<file path="src/rtl/sdram_pkg.sv">
// sdram_pkg
//   Shared definitions for the SDRAM device model and the controller's command
//   tasks: command encodings, violation codes, LMR field positions, the read
//   pipe slot layout and a command decoder.
package sdram_pkg;

    localparam int DQ_W       = 16;
    localparam int ROW_W      = 13;
    localparam int BA_W       = 2;
    localparam int NUM_BANKS  = 4;
    localparam int PIPE_DEPTH = 3;   // deepest supported CAS latency

    // Address-bus field positions
    localparam int A10_BIT    = 10;
    localparam int LMR_CL_LSB = 4;
    localparam int LMR_CL_MSB = 6;
    localparam int LMR_BL_LSB = 0;
    localparam int LMR_BL_MSB = 2;

    // {cs, ras, cas, we}, all active-low
    typedef enum logic [3:0] {
        CMD_LMR       = 4'b0000,
        CMD_REFRESH   = 4'b0001,
        CMD_PRECHARGE = 4'b0010,
        CMD_ACTIVE    = 4'b0011,
        CMD_WRITE     = 4'b0100,
        CMD_READ      = 4'b0101,
        CMD_NOP       = 4'b0111
    } cmd_e;

    // Protocol violation codes; a lower value wins when several apply
    typedef enum logic [2:0] {
        ERR_NONE         = 3'd0,
        ERR_ACT_OPEN     = 3'd1,
        ERR_BANK_IDLE    = 3'd2,
        ERR_TRCD         = 3'd3,
        ERR_NO_MODE      = 3'd4,
        ERR_WR_DURING_RD = 3'd5,
        ERR_REF_OPEN     = 3'd6,
        ERR_LMR          = 3'd7
    } err_code_e;

    typedef enum logic {
        BANK_IDLE = 1'b0,
        BANK_OPEN = 1'b1
    } bank_state_e;

    // One read-pipe slot: dqm bits are the byte masks captured with the READ
    typedef struct packed {
        logic            valid;
        logic [1:0]      dqm;
        logic [DQ_W-1:0] data;
    } rd_slot_t;

    // Anything with cs high, or an encoding not listed above, is a NOP
    function automatic cmd_e decode_cmd(input logic cs, input logic ras,
                                        input logic cas, input logic we);
        cmd_e c;
        c = CMD_NOP;
        if (!cs) begin
            case ({ras, cas, we})
                3'b011:  c = CMD_ACTIVE;
                3'b101:  c = CMD_READ;
                3'b100:  c = CMD_WRITE;
                3'b010:  c = CMD_PRECHARGE;
                3'b001:  c = CMD_REFRESH;
                3'b000:  c = CMD_LMR;
                default: c = CMD_NOP;
            endcase
        end
        return c;
    endfunction

endpackage

</file>
<file path="src/rtl/sdram_model_rdpipe.sv">
// sdram_model_rdpipe
//   CAS-latency shift pipe for read data. A READ accepted at edge T enters
//   slot 0 at T and reaches slot CL-1 at edge T+CL-1, so the output stage holds
//   it from just after T+CL-1 through edge T+CL.
// Ports
//   clock, reset  : clock, synchronous active-low reset (flushes the pipe)
//   flush         : drop everything in flight (write collided with a read)
//   push          : one-cycle strobe, no backpressure; the slot is always taken
//   push_dqm      : byte masks sampled with the READ ([1] = high byte)
//   push_data     : word read from the array at the READ edge
//   cl            : programmed CAS latency (2 or 3)
//   oe            : per-byte output enable for the DQ drivers
//   data          : word at the output stage
//   pending       : a read is in flight and not yet past its data slot
module sdram_model_rdpipe
    import sdram_pkg::*;
(
    input  logic            clock,
    input  logic            reset,
    input  logic            flush,
    input  logic            push,
    input  logic [1:0]      push_dqm,
    input  logic [DQ_W-1:0] push_data,
    input  logic [1:0]      cl,
    output logic [1:0]      oe,
    output logic [DQ_W-1:0] data,
    output logic            pending
);

    rd_slot_t pipe_q [PIPE_DEPTH];
    rd_slot_t head;

    always_ff @(posedge clock) begin
        if (!reset || flush) begin
            for (int i = 0; i < PIPE_DEPTH; i++) begin
                pipe_q[i] <= '0;
            end
        end else begin
            pipe_q[0] <= push ? {1'b1, push_dqm, push_data} : '0;
            for (int i = 1; i < PIPE_DEPTH; i++) begin
                pipe_q[i] <= pipe_q[i-1];
            end
        end
    end

    // Output stage is slot CL-1; slots past it hold dead data
    always_comb begin
        head    = (cl == 2'd3) ? pipe_q[2] : pipe_q[1];
        pending = (cl == 2'd3) ? (pipe_q[2].valid | pipe_q[1].valid | pipe_q[0].valid)
                               : (pipe_q[1].valid | pipe_q[0].valid);
        oe      = head.valid ? ~head.dqm : 2'b00;
        data    = head.data;
    end

endmodule

</file>
<file path="config.mk">
export PLATFORM = sky130hd
export DESIGN_NAME = sdram_model_rdpipe
export DESIGN_NICKNAME = d
export VERILOG_FILES = /design/src/rtl/sdram_pkg.sv /design/src/rtl/sdram_model_rdpipe.sv
export SDC_FILE = /design/constraint.sdc
export NUM_CORES = 1
export LEC_CHECK = 0
export CAP_MARGIN = 10
export CORE_UTILIZATION = 43
export CTS_CLUSTER_SIZE = 12
export DETAILED_ROUTE_END_ITERATION = 16
export PLACE_DENSITY = 0.7
export SLEW_MARGIN = 10
export SYNTH_ARGS = -nofsm -noshare
export SYNTH_HDL_FRONTEND = slang
export SYNTH_SLANG_ARGS = --single-unit
</file>
<file path="constraint.sdc">
create_clock -name clock -period 1 [get_ports clock]
set_input_delay 0.25 -clock clock [delete_from_list [all_inputs] [get_ports clock]]
set_output_delay 0.25 -clock clock [all_outputs]
set_load 0.005 [all_outputs]
</file>
* Yosys cells after proc, flatten, opt, wreduce, memory -nomap -nowiden
Memory sizes are Yosys's and may differ from the RTL's. Index checks and enable logic that the tools add are counted. W data, S select, Z words.
Operators by class: multiplexer cells 10, reductions and logical operators 2, bitwise gates (word level) 7, eq/ne operators 1
Operators with widths (count):
- $mux W19 | 5
- $or A1 B1 Y1 | 6
- $mux W1 | 4
- $eq A2 B2 Y1 const B | 1
- $mux W2 | 1
- $not A2 Y2 | 1
- $logic_not A1 Y1 | 1
- $logic_or A1 B1 Y1 | 1
Storage, ports and cells: bits in writable memories 57, input port bits 24, output and inout port bits 19, memories 1, flip-flop bits (word level) 0
Memories:
- pipe_q | words 3, width 19, read ports 3, clocked after Yosys merged registers in 0, wr ports 3, line sdram_model_rdpipe.sv:30 | rd_slot_t pipe_q [PIPE_DEPTH];

* Depth between registers and ports, before layout
depth after elaboration 5, depth in mapped cells 4, depth with buffers taken out 2

* Worst setup path before layout
OpenSTA, ideal clock, no wires.
path kind input-to-output, start input port cl[0], end output port data[0], cell stages on the path 3, data required time 0.750 ns, arrival 0.819 ns, slack -0.069 ns, path through nand2_4 > buf_6 > mux2_4
On the way: cells in the longest elaborated chain, start to end 2
Ends and longest elaborated chain:
- from (decl) | line sdram_model_rdpipe.sv:24 | input logic [1:0] cl,
- $eq A2 B2 Y1 | line sdram_model_rdpipe.sv:48 | head = (cl == 2'd3) ? pipe_q[2] : pipe_q[1];
- $mux W19 | line sdram_model_rdpipe.sv:48
- to (decl) | line sdram_model_rdpipe.sv:26 | output logic [DQ_W-1:0] data,
No other way between the ends.

==> run_results.csv <==
group,metric,value,unit
min_path,min_from,"pipe_q[0][13]",
clock_tree,clk_latency,0.32,ns
final_layout,area_delta_synth_final,47.0,%
sta,rsz0062_at_grt,"true",
final_layout,diodes,0,
sta,fin_worst_skew,0.00833,ns
placed_design,dp_hpwl,1890,um
sta,fin_crit,1.39,ns
min_path,hp-class,"reg -> reg",
logic_synthesis,syn_inst,147,
floorplanning,dieArea,4510,um2
logic_synthesis,synth_top_cell_area_share,62.5,%
logic_synthesis,synth_nets,171,
clock_tree,cts_tree,"done",
routing,vias_per_cell,4.72,
sta,drv_slew,0,
clock_tree,cts_buffer_depth,2,
sta,period_share,139,%
clock_tree,clk_pin_slew,0.07,ns
sta,fin_ws,-0.395,ns
critical_path,criticalPathCategory,"reg -> out",
routing,avgRoutedWirePerCell,14.1,um
critical_path,rrSetupSlack,0.41,ns
final_layout,final_nets,226,
clock_tree,cts_buffers,9,
global_routing,grt_pass1_vias,1104,
pwr,leakage,1.26,nW
critical_path,r2r_start,"pipe_q[0][37]",
critical_path,cp.required,0.75,ns
critical_path,worst_ep_arrival_time,1.14,ns
final_layout,drive_gt1_share,39.6,%
global_routing,antenna_found_initial,0,
floorplanning,die_y,67.2,um
logic_synthesis,ys_seq_elements,57,
floorplanning,coreArea,4030,um2
final_layout,multi_input_area,708,um2
global_routing,track_usage,16.0,%
global_routing,overflow,0,
routing,dr.pass1.iters,4,
critical_path,cp-start-kind,"flip-flop",
critical_path,cp-startpoint,"pipe_q[0][56]",
logic_synthesis,yosysWarnings,0,
floorplanning,io_pins,43,
critical_path,worstPathMaxFanout,3,
sta,max_freq,717,MHz
sta,fin_setup_tns,-5.12,ns
clock_tree,cts.sinks,57,
routing,drt_iter0_markers,33,
floorplanning,num_rows,23,
logic_synthesis,avgSynthCellArea,12.4,um2
final_layout,postLayoutCellArea,2680,um2
clock_tree,htree_levels,3,
status,status,"complete, but fails checks",
status,violations,"negative setup slack",
final_layout,largest_register,"pipe_q",
routing,drc_errors,0,
clock_tree,ctsHoldBuffers,0,
critical_path,endpoint_kind,"primary output",
placed_design,place_area,2320,um2
clock_tree,cts.root.buffer_cell,"clkbuf_8",
routing,routed_wl,3630,um
placed_design,io_buffers,42,
run,drv_cap,0,
floorplanning,start_util,45.3,%
floorplanning,die-width,67.2,um
pwr,peakVddDrop,1150,uV
sta,worst_pin_slew,0.266,ns
placed_design,gp_congestion,0.662,
global_routing,grt_max_degree,58,
final_layout,n_fill_cell,311,
sta,relSlewSlack,82.2,%
final_layout,seqCellArea,1160,um2
logic_synthesis,yosys.area.top_type,"dfxtp_1",
logic_synthesis,synth_area,1830,um2
logic_synthesis,synth_area_leaders,"dfxtp_1 (63%), and2_1 (13%), mux2_4 (6.6%)",
global_routing,grt_pass1_wl,4940,um
sta,hold_viol,0,
sta,setup_viol,19,
final_layout,top_regs,"pipe_q: 57 flops",
logic_synthesis,ys_seq_area_share,62.5,%
pwr,power_density,1770,nW/um2
routing,final_antenna_net_count,0,
final_layout,largest_reg_flops,57,
logic_synthesis,synth.distinct_cells,15,
routing,num_vias,1212,
sta,whs,0.420,ns
-- stage by stage --
stage	utilization, %	power, mW	worst slack [ns]	cells
2_1_floorplan	-	2.45	-0.0236	147
3_3_place_gp	57.5	2.58	-1.06	235
3_5_place_dp	57.5	2.59	-1.11	235
4_1_cts	63.0	4.77	-0.415	254
5_1_grt	66.6	4.94	-0.439	257
6_report	66.6	4.76	-0.395	257
-- power breakdown --
part	internal [mW]	total, mW	leakage (nW)	switching, mW
clock network	1.35	2.16	0.107	0.808
registers	2.30	2.31	0.469	0.00995
logic	0.175	0.287	0.685	0.112
-- metal layers --
metal	share of wire (%)	global-route usage (%)
met2	51	25.1
met4	4.0	10.4
met1	42	17.4
met3	3.4	7.09
met5	0	0
-- kinds of logic (layout without fill, tap and decap cells) --
group	after synthesis	after routing	share of synthesized area, %
AO/OA/AOI/OAI	3	3	1.51
buffers and inverters	10	67	2.74
flip-flops	57	57	62.5
multiplexers	16	16	11.5
AND/OR/NAND/NOR	61	64	21.7
-- layout make-up --
class	instances	share of cell area [%]
Multi-Input combinational cell	83	26.4
Tap cell	50	2.33
Inverter	2	0.280
Clock inverter	2	1.31
Sequential cell	57	43.3
Timing Repair Buffer	49	20.0
Clock buffer	14	6.43
-- synth_stat cells, drive strengths merged --
| cell | instances |
|---|---|
| buf | 2 |
| nand2 | 1 |
| and4b | 2 |
| and2 | 39 |
| and3 | 18 |
| dfxtp | 57 |
| clkbuf | 6 |
| a31o | 2 |
| nor2b | 1 |
| a311o | 1 |
| mux2 | 16 |
| inv | 2 |
-- repair_timing --
action,4_1_cts,5_1_grt
endpoints found under the setup margin,19,76
pin swaps,3,0
gates resized for setup,111,19
buffers inserted,0,0
cloned,3,3
-- worst paths after layout --
kind,to,cells after the start
max,oe[1],3
min,pipe_q[0][32],1
max reg2reg,pipe_q[0][56],1
min reg2reg,pipe_q[0][32],1
-- worst max-delay path, cell delays in order (launching register included) --
cell and delay (ns):
dfxtp_2 0.32, and4b_1 0.17, a31o_2 0.21, buf_2 0.12
-- cell usage in the layout, fill, tap and decap left out, types with 2 or more instances in the layout --
cell and count:
clkdlybuf4s50_1 19, dfxtp_2 16, mux2_4 15, a31o_2 2, and4b_1 2, clkbuf_16 3, and2_1 39, buf_2 4
and3_1 17, dfxtp_1 41, clkbuf_1 2, dlymetal6s2s_1 2, buf_6 15, buf_4 5, clkbuf_8 12, inv_1 2
nand2_4 2
Note: power is estimated with default switching activity, not from simulation.
